===== src/rtl/kgp_pkg.sv =====
// Shared definitions for the miniRISC boot loader and instruction path.
//   state_t    : loader FSM states
//   WORD_BYTES : bytes per instruction word on the boot stream
//   INSTR_W    : instruction word width, shared with imem and decode
package kgp_pkg;

  typedef enum logic [2:0] {
    S_HDR,
    S_DATA,
    S_CSUM,
    S_DONE,
    S_ERR
  } state_t;

  localparam int unsigned WORD_BYTES = 4;
  localparam int unsigned INSTR_W    = 32;

endpackage


===== src/rtl/byte_word_assembler.sv =====
// Assembles big-endian 32-bit words from a byte stream.
//   clk, rst   : clock, asynchronous active-high reset
//   clr        : synchronous clear of byte position and shift register
//   byte_en    : a byte transfers this cycle
//   byte_in    : the byte
//   word       : assembled word, valid while word_valid is high
//   word_valid : high in the cycle the 4th byte of a word transfers
module byte_word_assembler
  import kgp_pkg::*;
(
  input  logic               clk,
  input  logic               rst,
  input  logic               clr,
  input  logic               byte_en,
  input  logic [7:0]         byte_in,
  output logic [INSTR_W-1:0] word,
  output logic               word_valid
);

  logic [1:0]         cnt;
  // Only the first three bytes need storage; the 4th is used directly.
  logic [INSTR_W-9:0] sh;

  always_ff @(posedge clk or posedge rst) begin
    if (rst) begin
      cnt <= '0;
      sh  <= '0;
    end else if (clr) begin
      cnt <= '0;
      sh  <= '0;
    end else if (byte_en) begin
      cnt <= cnt + 2'd1;
      sh  <= {sh[INSTR_W-17:0], byte_in};
    end
  end

  assign word       = {sh, byte_in};
  assign word_valid = byte_en && (cnt == 2'(WORD_BYTES - 1));

endmodule


===== src/rtl/imem_program_loader.sv =====
// Boot loader: receives a framed byte stream (4-byte word count N, then N
// big-endian words) and writes it to the instruction memory at consecutive
// word addresses, holding the core in reset until the image is complete.
//   clk, rst        : clock, asynchronous active-high reset
//   in_valid/in_data/in_ready : byte stream handshake
//   reload          : restart loading from done or error
//   imem_we/imem_addr/imem_wdata : instruction memory write port
//   cpu_hold        : core reset, high until done
//   done, error     : image loaded / frame rejected
// Optional: define LOADER_CHECKSUM_EN to require a trailing XOR checksum word.
module imem_program_loader
  import kgp_pkg::*;
#(
  parameter int unsigned ADDR_W = 8
) (
  input  logic               clk,
  input  logic               rst,
  input  logic               in_valid,
  input  logic [7:0]         in_data,
  output logic               in_ready,
  input  logic               reload,
  output logic               imem_we,
  output logic [ADDR_W-1:0]  imem_addr,
  output logic [INSTR_W-1:0] imem_wdata,
  output logic               cpu_hold,
  output logic               done,
  output logic               error
);

  localparam logic [32:0] CAP = 33'(1) << ADDR_W;

  state_t               state;
  logic [ADDR_W-1:0]    idx;
  logic [ADDR_W:0]      nwords;
  logic [INSTR_W-1:0]   word;
  logic                 word_valid;
  logic                 accept;
  logic                 clr;
`ifdef LOADER_CHECKSUM_EN
  logic [INSTR_W-1:0]   acc;
`endif

  assign in_ready = (state == S_HDR) || (state == S_DATA) || (state == S_CSUM);
  assign accept   = in_valid && in_ready;
  assign clr      = reload && ((state == S_DONE) || (state == S_ERR));
  assign cpu_hold = ~done;

  byte_word_assembler u_asm (
    .clk        (clk),
    .rst        (rst),
    .clr        (clr),
    .byte_en    (accept),
    .byte_in    (in_data),
    .word       (word),
    .word_valid (word_valid)
  );

  always_ff @(posedge clk or posedge rst) begin
    if (rst) begin
      state      <= S_HDR;
      idx        <= '0;
      nwords     <= '0;
      imem_we    <= 1'b0;
      imem_addr  <= '0;
      imem_wdata <= '0;
      done       <= 1'b0;
      error      <= 1'b0;
`ifdef LOADER_CHECKSUM_EN
      acc        <= '0;
`endif
    end else begin
      imem_we <= 1'b0;
      case (state)
        S_HDR: begin
          if (word_valid) begin
            if ({1'b0, word} > CAP) begin
              state <= S_ERR;
              error <= 1'b1;
            end else if (word == '0) begin
`ifdef LOADER_CHECKSUM_EN
              state <= S_CSUM;
`else
              state <= S_DONE;
              done  <= 1'b1;
`endif
            end else begin
              state  <= S_DATA;
              idx    <= '0;
              nwords <= word[ADDR_W:0];
            end
          end
        end
        S_DATA: begin
          if (word_valid) begin
            imem_we    <= 1'b1;
            imem_addr  <= idx;
            imem_wdata <= word;
            idx        <= idx + ADDR_W'(1);
`ifdef LOADER_CHECKSUM_EN
            acc        <= acc ^ word;
`endif
            // The state leaves here with the strobe, which stops further
            // bytes; done itself is raised one cycle later in S_DONE so the
            // core is released only after the final write has landed.
            if (({1'b0, idx} + (ADDR_W+1)'(1)) == nwords) begin
`ifdef LOADER_CHECKSUM_EN
              state <= S_CSUM;
`else
              state <= S_DONE;
`endif
            end
          end
        end
`ifdef LOADER_CHECKSUM_EN
        S_CSUM: begin
          if (word_valid) begin
            if (word == acc) begin
              state <= S_DONE;
              done  <= 1'b1;
            end else begin
              state <= S_ERR;
              error <= 1'b1;
            end
          end
        end
`endif
        S_DONE: begin
          if (reload) begin
            state <= S_HDR;
            done  <= 1'b0;
            idx   <= '0;
`ifdef LOADER_CHECKSUM_EN
            acc   <= '0;
`endif
          end else begin
            done <= 1'b1;
          end
        end
        S_ERR: begin
          if (reload) begin
            state <= S_HDR;
            error <= 1'b0;
            idx   <= '0;
`ifdef LOADER_CHECKSUM_EN
            acc   <= '0;
`endif
          end
        end
        default: state <= S_HDR;
      endcase
    end
  end

endmodule

===== config.mk =====
export PLATFORM = sky130hd
export DESIGN_NAME = imem_program_loader
export DESIGN_NICKNAME = d
export VERILOG_FILES = /design/src/rtl/kgp_pkg.sv /design/src/rtl/byte_word_assembler.sv /design/src/rtl/imem_program_loader.sv
export SDC_FILE = /design/constraint.sdc
export NUM_CORES = 1
export LEC_CHECK = 0
export CAP_MARGIN = 20
export CELL_PAD_IN_SITES_DETAIL_PLACEMENT = 1
export CELL_PAD_IN_SITES_GLOBAL_PLACEMENT = 1
export CORE_ASPECT_RATIO = 0.8
export CORE_UTILIZATION = 42
export CTS_BUF_LIST = sky130_fd_sc_hd__clkbuf_16
export DETAILED_ROUTE_END_ITERATION = 8
export PLACE_DENSITY = 0.84
export SETUP_SLACK_MARGIN = 0.1
export SLEW_MARGIN = 10
export SYNTH_ARGS = -nofsm -noshare
export SYNTH_HDL_FRONTEND = slang
export SYNTH_HIERARCHICAL = 1
export SYNTH_SLANG_ARGS = --single-unit

===== constraint.sdc =====
create_clock -name clk -period 3.39 [get_ports clk]
set_input_delay 0.5085 -clock clk [delete_from_list [all_inputs] [get_ports clk]]
set_output_delay 0.5085 -clock clk [all_outputs]
set_load 0.02 [all_outputs]

==> results of run 1 <==
==> placed cells by master (no fill, tap or decap), types with 3 or more instances in the layout <==
cell / instances
buf_4: 6
nand2_1: 138
nand3b_1: 3
nor4_1: 8
xnor2_1: 8
xor2_1: 4
inv_1: 7
nand4_1: 3
a21oi_1: 10
and2_1: 5
nand3_1: 8
mux2i_1: 25
nor3_1: 6
o21ai_0: 13
dfrtp_1: 89
clkdlybuf4s50_1: 56
nor2_1: 33
mux2_2: 8
clkbuf_16: 9
o31ai_1: 3
==> layout make-up <==
| class | instances | area, µm² | share of cell area, % |
|---|---|---|---|
| Clock inverter | 7 | 46.29 | 0.9204 |
| Multi-Input combinational cell | 305 | 1698 | 33.76 |
| Tap cell | 136 | 170.2 | 3.383 |
| Inverter | 8 | 30.03 | 0.5970 |
| Clock buffer | 9 | 225.2 | 4.478 |
| Sequential cell | 89 | 2227 | 44.28 |
| Timing Repair Buffer | 63 | 633.1 | 12.59 |
==> flip-flops by register name, indices dropped and copies added (netlist names) <==
register / flops
imem_addr: 8
u_asm/sh: 24
imem_wdata: 32
nwords: 9
idx: 8
u_asm/cnt: 2
done: 1
error: 1
state: 3
imem_we: 1
==> cells by family (layout without fill, tap and decap cells) <==
logic type / Yosys count / count (layout)
AOI/OAI and AO/OA: 39 / 39
xor gates and xnor gates: 12 / 12
adders and majority gates: 2 / 2
buffers and inverters: 39 / 87
DFF: 89 / 89
muxes: 33 / 33
and+or+nand+nor: 219 / 219
==> per-layer routing <==
metal	global-route usage [%]	vias up
li1	-	1518
met1	32.01	1661
met2	38.19	78
met3	4.673	14
met4	6.908	0
met5	0	-
==> stage by stage <==
step | hold slack (ps) | power [µW] | instance area (µm²) | std cells
floorplan | 460.5 | 1904 | 4160 | 433
global placement | 460.9 | 2101 | 4731 | 600
detailed placement | 461.3 | 2154 | 4731 | 600
CTS | 481.5 | 3103 | 5002 | 616
global route | 504.8 | 3226 | 5030 | 617
finish | 476.0 | 3100 | 5030 | 617
==> worst max-delay path, stage by stage (launching register included) <==
cell and delay, ps:
dfrtp_1 590, a21oi_1 250, and2_1 170, and2_1 280, nor3_1 100, nor3_1 340, nand4_1 150, nor4_1 350
nand3_1 150, a311oi_1 300
==> cells in the mapped netlist, types with 3 or more instances <==
master | number | area, µm²
a21oi_1 | 10 | 50.05
nand3b_1 | 3 | 22.52
clkbuf_1 | 11 | 41.29
dfrtp_1 | 89 | 2227
inv_1 | 7 | 26.28
nor4_1 | 8 | 50.05
o21ai_0 | 13 | 65.06
buf_2 | 3 | 15.01
nor3_1 | 6 | 30.03
mux2_2 | 8 | 90.09
xor2_1 | 4 | 35.03
buf_1 | 3 | 11.26
nand3_1 | 8 | 40.04
nand2_1 | 138 | 518.0
o31ai_1 | 3 | 22.52
mux2i_1 | 25 | 250.2
nand4_1 | 3 | 18.77
xnor2_1 | 8 | 70.07
buf_4 | 10 | 75.07
nor2_1 | 33 | 123.9
and2_1 | 5 | 31.28
==> power groups by stage <==
stage	sequential [µW]	clock, µW	combinational (µW)
2_1_floorplan	1380	0	519
3_3_place_gp	1470	0	631
3_5_place_dp	1480	0	674
4_1_cts	1470	946	689
5_1_grt	1490	986	749
6_report	1480	928	696
==> final timing paths <==
check / slack [ps] / cells past startpoint / end / from
setup / recovery: 620 / 9 / state[2] / state[2]
hold / removal: 480 / 2 / imem_addr[2] / imem_addr[2]
hold reg to reg: 480 / 2 / imem_addr[2] / imem_addr[2]
setup reg to reg: 620 / 9 / state[2] / state[2]
min in group asynchronous: 550 / 2 / u_asm/sh[17] / rst
max in group asynchronous: 2390 / 3 / u_asm/cnt[1] / rst
==> key figures, run 1 <==
Outcome
  – Outcome: finished clean

Synth
  – Cells after synthesis: 433
  – Synth Area in Adders: 0.6015%
  – Mapped Nets: 447
  – Xor and xnor area share after synthesis: 2.526%
  – Cell variety after synth: 45
  – Syn Area/Cell: 9.608 µm²
  – Seq/Total Area, Yosys: 53.53%
  – Main combinational cell family by area after synthesis: simple AND/OR/NAND/NOR gates
  – Mapped cell area: 0.004160 mm²
  – Synth warn: 6
  – Yosys reg bits: 89
  – Post-Synth Simple-Gate Area: 23.28%
  – EDFF count, synth: 0
  – Synth Area in Compound Gates: 6.226%
  – Synth async-reset ratio: 100.0%
  – Most used DFF post-synth: dfrtp_1
  – Mux share of post-synthesis cell area: 8.180%

Timing
  – Final Skew: 9.358 ps
  – Tcrit/Tclk final: 81.62%
  – Final hold violations: 0
  – Crit path setup slack, layout: 623.2 ps
  – Setup_tns: 0 ps
  – Slew HR: 59.31%
  – Slew Limit Fails: 0
  – Final setup viols: 0
  – RSZ-0062 raised after global routing: false
  – Fin crit period: 2767 ps
  – Tightest Pin Transition: 608.3 ps
  – Fmax: 361.4 MHz

Floorplanning
  – Die footprint: 0.01031 mm²
  – Top Ports: 57
  – Core Rows: 32
  – Die X: 113.3 µm
  – Initial Util: 43.11%
  – Core box area: 0.009649 mm²
  – Die Y: 91.02 µm

Placement
  – Buffers on Ports: 56
  – RePlAce Congestion: 0.8313
  – DP Worst Slack: 318.6 ps
  – Final HPWL DP: 7.715 mm

Clocking
  – Setup Fix Bufs, Post-CTS: 0
  – H-tree depth: 3
  – Root buffer cell: clkbuf_16
  – CTS clk-pin slew, worst paths: 60 ps
  – Clock tree buffer depth: 2
  – CTS tree: yes
  – CTS resizes: 0
  – Clock sinks: 89
  – CTS Buf Count: 9
  – Worst-Skew Late Latency: 340 ps
  – Hold Buf Count CTS: 0

Routing
  – Highest Signal Layer: met4
  – DR vias/cell: 5.301
  – ANT nets after route: 0
  – Drt wl/cell: 18.53 µm
  – DRT iter0 DRCs: 179
  – Routed WL: 11.44 mm
  – Metal3 WL: 495 µm
  – Met1 wire length: 5.350 mm
  – Metal2 WL: 5.474 mm
  – Remaining DRCs: 0
  – First-pass DRT Iterations: 4
  – Via count: 3271

Power and ir drop
  – Sw Share: 34.92%
  – VDD IR-drop max: 256.0 µV
  – Combinational share of power: 22.5%
  – Static Leak: 0.002416 µW
  – Internal: 2017 µW
  – Sequential share of power: 47.6%
  – Power density over cell area: 616.3 mW/mm²
  – Clock share of power: 29.9%
  – Switching power: 1082 µW

Final layout
  – Utilization after layout: 52.13%
  – NumNets Final: 490
  – Antenna cells: 0
  – Area growth syn-to-layout: 20.90%
  – Layout cells sized above 1: 7.277%
  – Fillers: 1092

Critical path
  – Setup Crit Path Kind: flip-flop to flip-flop
  – WP data arrival: 3000 ps
  – Crit path max fanout: 17
  – CP endpoint kind: flip-flop
  – CP required: 3620 ps
  – CP startpoint kind: flip-flop

Worst hold path
  – Class of the worst hold path: flip-flop to flip-flop

Job
  – Max Cap Viol: 0

GRT
  – Tot GR Track Use: 23.54%
  – Overflow after GRT: 0
  – First-pass GRT wire length: 18.64 mm
  – Initial antenna violation count: 0
  – Number of global-route vias before repair: 3500
  – Largest net degree at the start of global routing: 45
Note: power is estimated with default switching activity, not from simulation.
==> run 2: changes to the inputs <==
--- a/config.mk
+++ b/config.mk
@@ -9,10 +9,10 @@
 export CELL_PAD_IN_SITES_DETAIL_PLACEMENT = 1
 export CELL_PAD_IN_SITES_GLOBAL_PLACEMENT = 1
 export CORE_ASPECT_RATIO = 0.8
-export CORE_UTILIZATION = 42
+export CORE_UTILIZATION = 38
 export CTS_BUF_LIST = sky130_fd_sc_hd__clkbuf_16
 export DETAILED_ROUTE_END_ITERATION = 8
-export PLACE_DENSITY = 0.84
+export PLACE_DENSITY = 0.81
 export SETUP_SLACK_MARGIN = 0.1
 export SLEW_MARGIN = 10
 export SYNTH_ARGS = -nofsm -noshare
==> constraint.sdc (replaced) <==
create_clock -name clk -period 2.5 [get_ports clk]
set_input_delay 0.375 -clock clk [delete_from_list [all_inputs] [get_ports clk]]
set_output_delay 0.375 -clock clk [all_outputs]
set_load 0.02 [all_outputs]
==> run 2 against run 1 <==
- hold slack lost 29 ps
- sequential power grew 32%
- fmax grew 24%
- clock-buffer cell count is the same
- clock power grew 44%
- largest cell class unchanged
==> key figures, run 2 (synthesized netlist as in run 1, its figures left out) <==
Timing
  – Fin crit period: 2240 ps (-526.9 ps)
  – Tcrit/Tclk final: 89.59% (+8.0 points)
  – Final hold violations: 0 (unchanged)
  – Tightest Pin Transition: 598.8 ps (-9.528 ps)
  – Slew HR: 60.02% (+0.72 points)
  – Slew Limit Fails: 0 (unchanged)
  – RSZ-0062 raised after global routing: false
  – Final Skew: 9.882 ps (+0.5242 ps)
  – Setup_tns: 0 ps (unchanged)
  – Fmax: 446.5 MHz (+24%)
  – Final setup viols: 0 (unchanged)

Power and ir drop
  – Combinational share of power: 24.0% (+1.5 points)
  – VDD IR-drop max: 371.2 µV (+45%)
  – Switching power: 1511 µW (+40%)
  – Sequential share of power: 45.1% (-2.5 points)
  – Internal: 2822 µW (+40%)
  – Static Leak: 0.002549 µW (+5.5%)
  – Power density over cell area: 821.1 mW/mm² (+33%)
  – Total power: 4333 µW (+40%)
  – Clock share of power: 30.8% (+0.9 points)
  – Sw Share: 34.87% (-0.055 points)

Routing
  – ANT nets after route: 0 (unchanged)
  – Remaining DRCs: 0 (unchanged)
  – DR vias/cell: 5.211 (-1.7%)
  – Drt wl/cell: 18.02 µm (-2.8%)
  – Routed WL: 11.60 mm (+1.5%)
  – Via count: 3356 (+2.6%)
  – DRT iter0 DRCs: 175 (-2.2%)
  – First-pass DRT Iterations: 4 (unchanged)

Clocking
  – H-tree depth: 3 (unchanged)
  – Worst-Skew Late Latency: 350 ps (about the same)
  – CTS Buf Count: 9 (unchanged)
  – Clock sinks: 89 (unchanged)
  – Root buffer cell: clkbuf_16
  – Clock tree buffer depth: 2 (unchanged)
  – CTS tree: yes
  – CTS clk-pin slew, worst paths: 70 ps (about the same)
  – Hold Buf Count CTS: 0 (unchanged)

Floorplanning
  – Core box area: 0.01045 mm² (+8.3%)
  – Core Rows: 33 (+3.1%)
  – Die footprint: 0.01137 mm² (+10%)
  – Top Ports: 57 (unchanged)
  – Die X: 119.0 µm (+5.0%)
  – Initial Util: 39.83% (-3.3 points)
  – Die Y: 95.59 µm (+5.0%)

Final layout
  – NumNets Final: 513 (+4.7%)
  – Biggest register: imem_wdata
  – Regs by FF count: imem_wdata: 32 flops, u_asm/sh: 24 flops, nwords: 9 flops
  – Multi-input gate area: 0.001737 mm² (+2.3%)
  – Largest register FFs: 32 (unchanged)
  – Area growth syn-to-layout: 26.86%
  – Most frequent cells in the layout: nand2_1, dfrtp_1, clkdlybuf4s50_1, nor2_1, buf_4
  – Layout cells sized above 1: 13.10% (+5.8 points)
  – Register area: 0.002227 mm² (unchanged)
  – Antenna cells: 0 (unchanged)
  – Most common cell after layout, fill and taps aside: nand2_1
  – Fillers: 1153 (+5.6%)

GRT
  – Overflow after GRT: 0 (unchanged)
  – Initial antenna violation count: 0 (unchanged)
  – Number of global-route vias before repair: 3555 (+1.6%)
  – Largest net degree at the start of global routing: 35 (-22%)
  – First-pass GRT wire length: 19.03 mm (+2.1%)
  – Tot GR Track Use: 22.14% (-1.4 points)

Outcome
  – Outcome: finished clean

Critical path
  – Worst r2r src: state[1]
  – CP startpoint kind: flip-flop
  – WP data arrival: 2480 ps (-520 ps)
  – Crit path max fanout: 3 (-14)
  – Setup Crit Path Kind: flip-flop to flip-flop
  – CP endpoint kind: flip-flop
  – CP required: 2740 ps (-880 ps)
  – Critical path launch point: state[1]

Job
  – Max Cap Viol: 0 (unchanged)

Placement
  – Buffers on Ports: 56 (unchanged)
  – Final HPWL DP: 7.903 mm (+2.4%)
  – RePlAce Congestion: 0.8170 (-1.7%)

Worst hold path
  – Class of the worst hold path: input pin to asynchronous set/reset pin
## run 2: changes by cell type in the layout (fill, tap and decap cells not counted), moves of 2 or more
cell      delta
and2_1       -2
and2_4       +2
buf_12       +2
buf_4       +22
clkinv_2     -2
inv_8        +2
nor3_1       -2
nor3_2       +2
nor4_1       -2
nor4_2       +2
## run 2: path summary, 6_finish.rpt
path / endpoint / cells past startpoint / slack [ps]
max in group asynchronous: nwords[0] / 3 / 1530
setup / recovery: state[2] / 9 / 260
min in group clk: imem_wdata[24] / 2 / 480
hold reg to reg: imem_wdata[24] / 2 / 480
setup reg to reg: state[2] / 9 / 260
hold / removal: imem_wdata[19] / 2 / 450
## run 2: power groups by stage
stage                     registers (µW)  clock network (µW)  logic, µW
after floorplan                     1880                   0        756
after global placement              1950                   0        959
after detailed placement            1960                   0       1010
after CTS                           1940                1360       1040
after global routing                1970                1410       1130
final                               1960                1340       1040
## run 2: final cells by class
class                           instances  share of cell area [%]
Timing Repair Buffer                   86                   15.36
Clock buffer                            9                   4.267
Multi-Input combinational cell        305                   32.91
Sequential cell                        89                   42.20
Tap cell                              140                   3.319
Clock inverter                          7                   1.375
Inverter                                8                  0.5690
## run 2: routing by layer
layer | vias up | share of wire (%) | GRT usage (%)
met2 | 76 | 47 | 35.47
met5 | - | 0 | 0
met3 | 14 | 3.6 | 4.426
li1 | 1565 | - | -
met4 | 0 | 1.7 | 8.122
met1 | 1701 | 48 | 29.92
## run 2: repair_timing
item,CTS,global route
pin swaps,1,0
setup buffers,1,0
gates resized for setup,0,1
endpoints found under the setup margin,12,8
hold endpoints to repair,0,0
## run 2: critical path, stage by stage (launching register included)
cell and delay (ps):
dfrtp_1 420, a21oi_4 160, and2_4 170, and2_4 160
nor3_2 40, nor3_2 260, nand4_1 160, nor4_2 410
nand3_1 140, a311oi_1 220
## run 2: per-stage QoR
step | hold WS, ps | utilization [%] | worst slack, ps | instance area [µm²] | std cells
6_report | 447.5 | 50.52 | 260.1 | 5278 | 644
5_1_grt | 477.6 | 50.52 | 110.2 | 5278 | 644
4_1_cts | 450.6 | 50.46 | 172.5 | 5271 | 644
3_5_place_dp | 461.3 | 47.54 | -66.25 | 4966 | 627
3_3_place_gp | 460.0 | 47.54 | 12.11 | 4966 | 627
2_1_floorplan | 415.0 | - | 1.942 | 4220 | 433
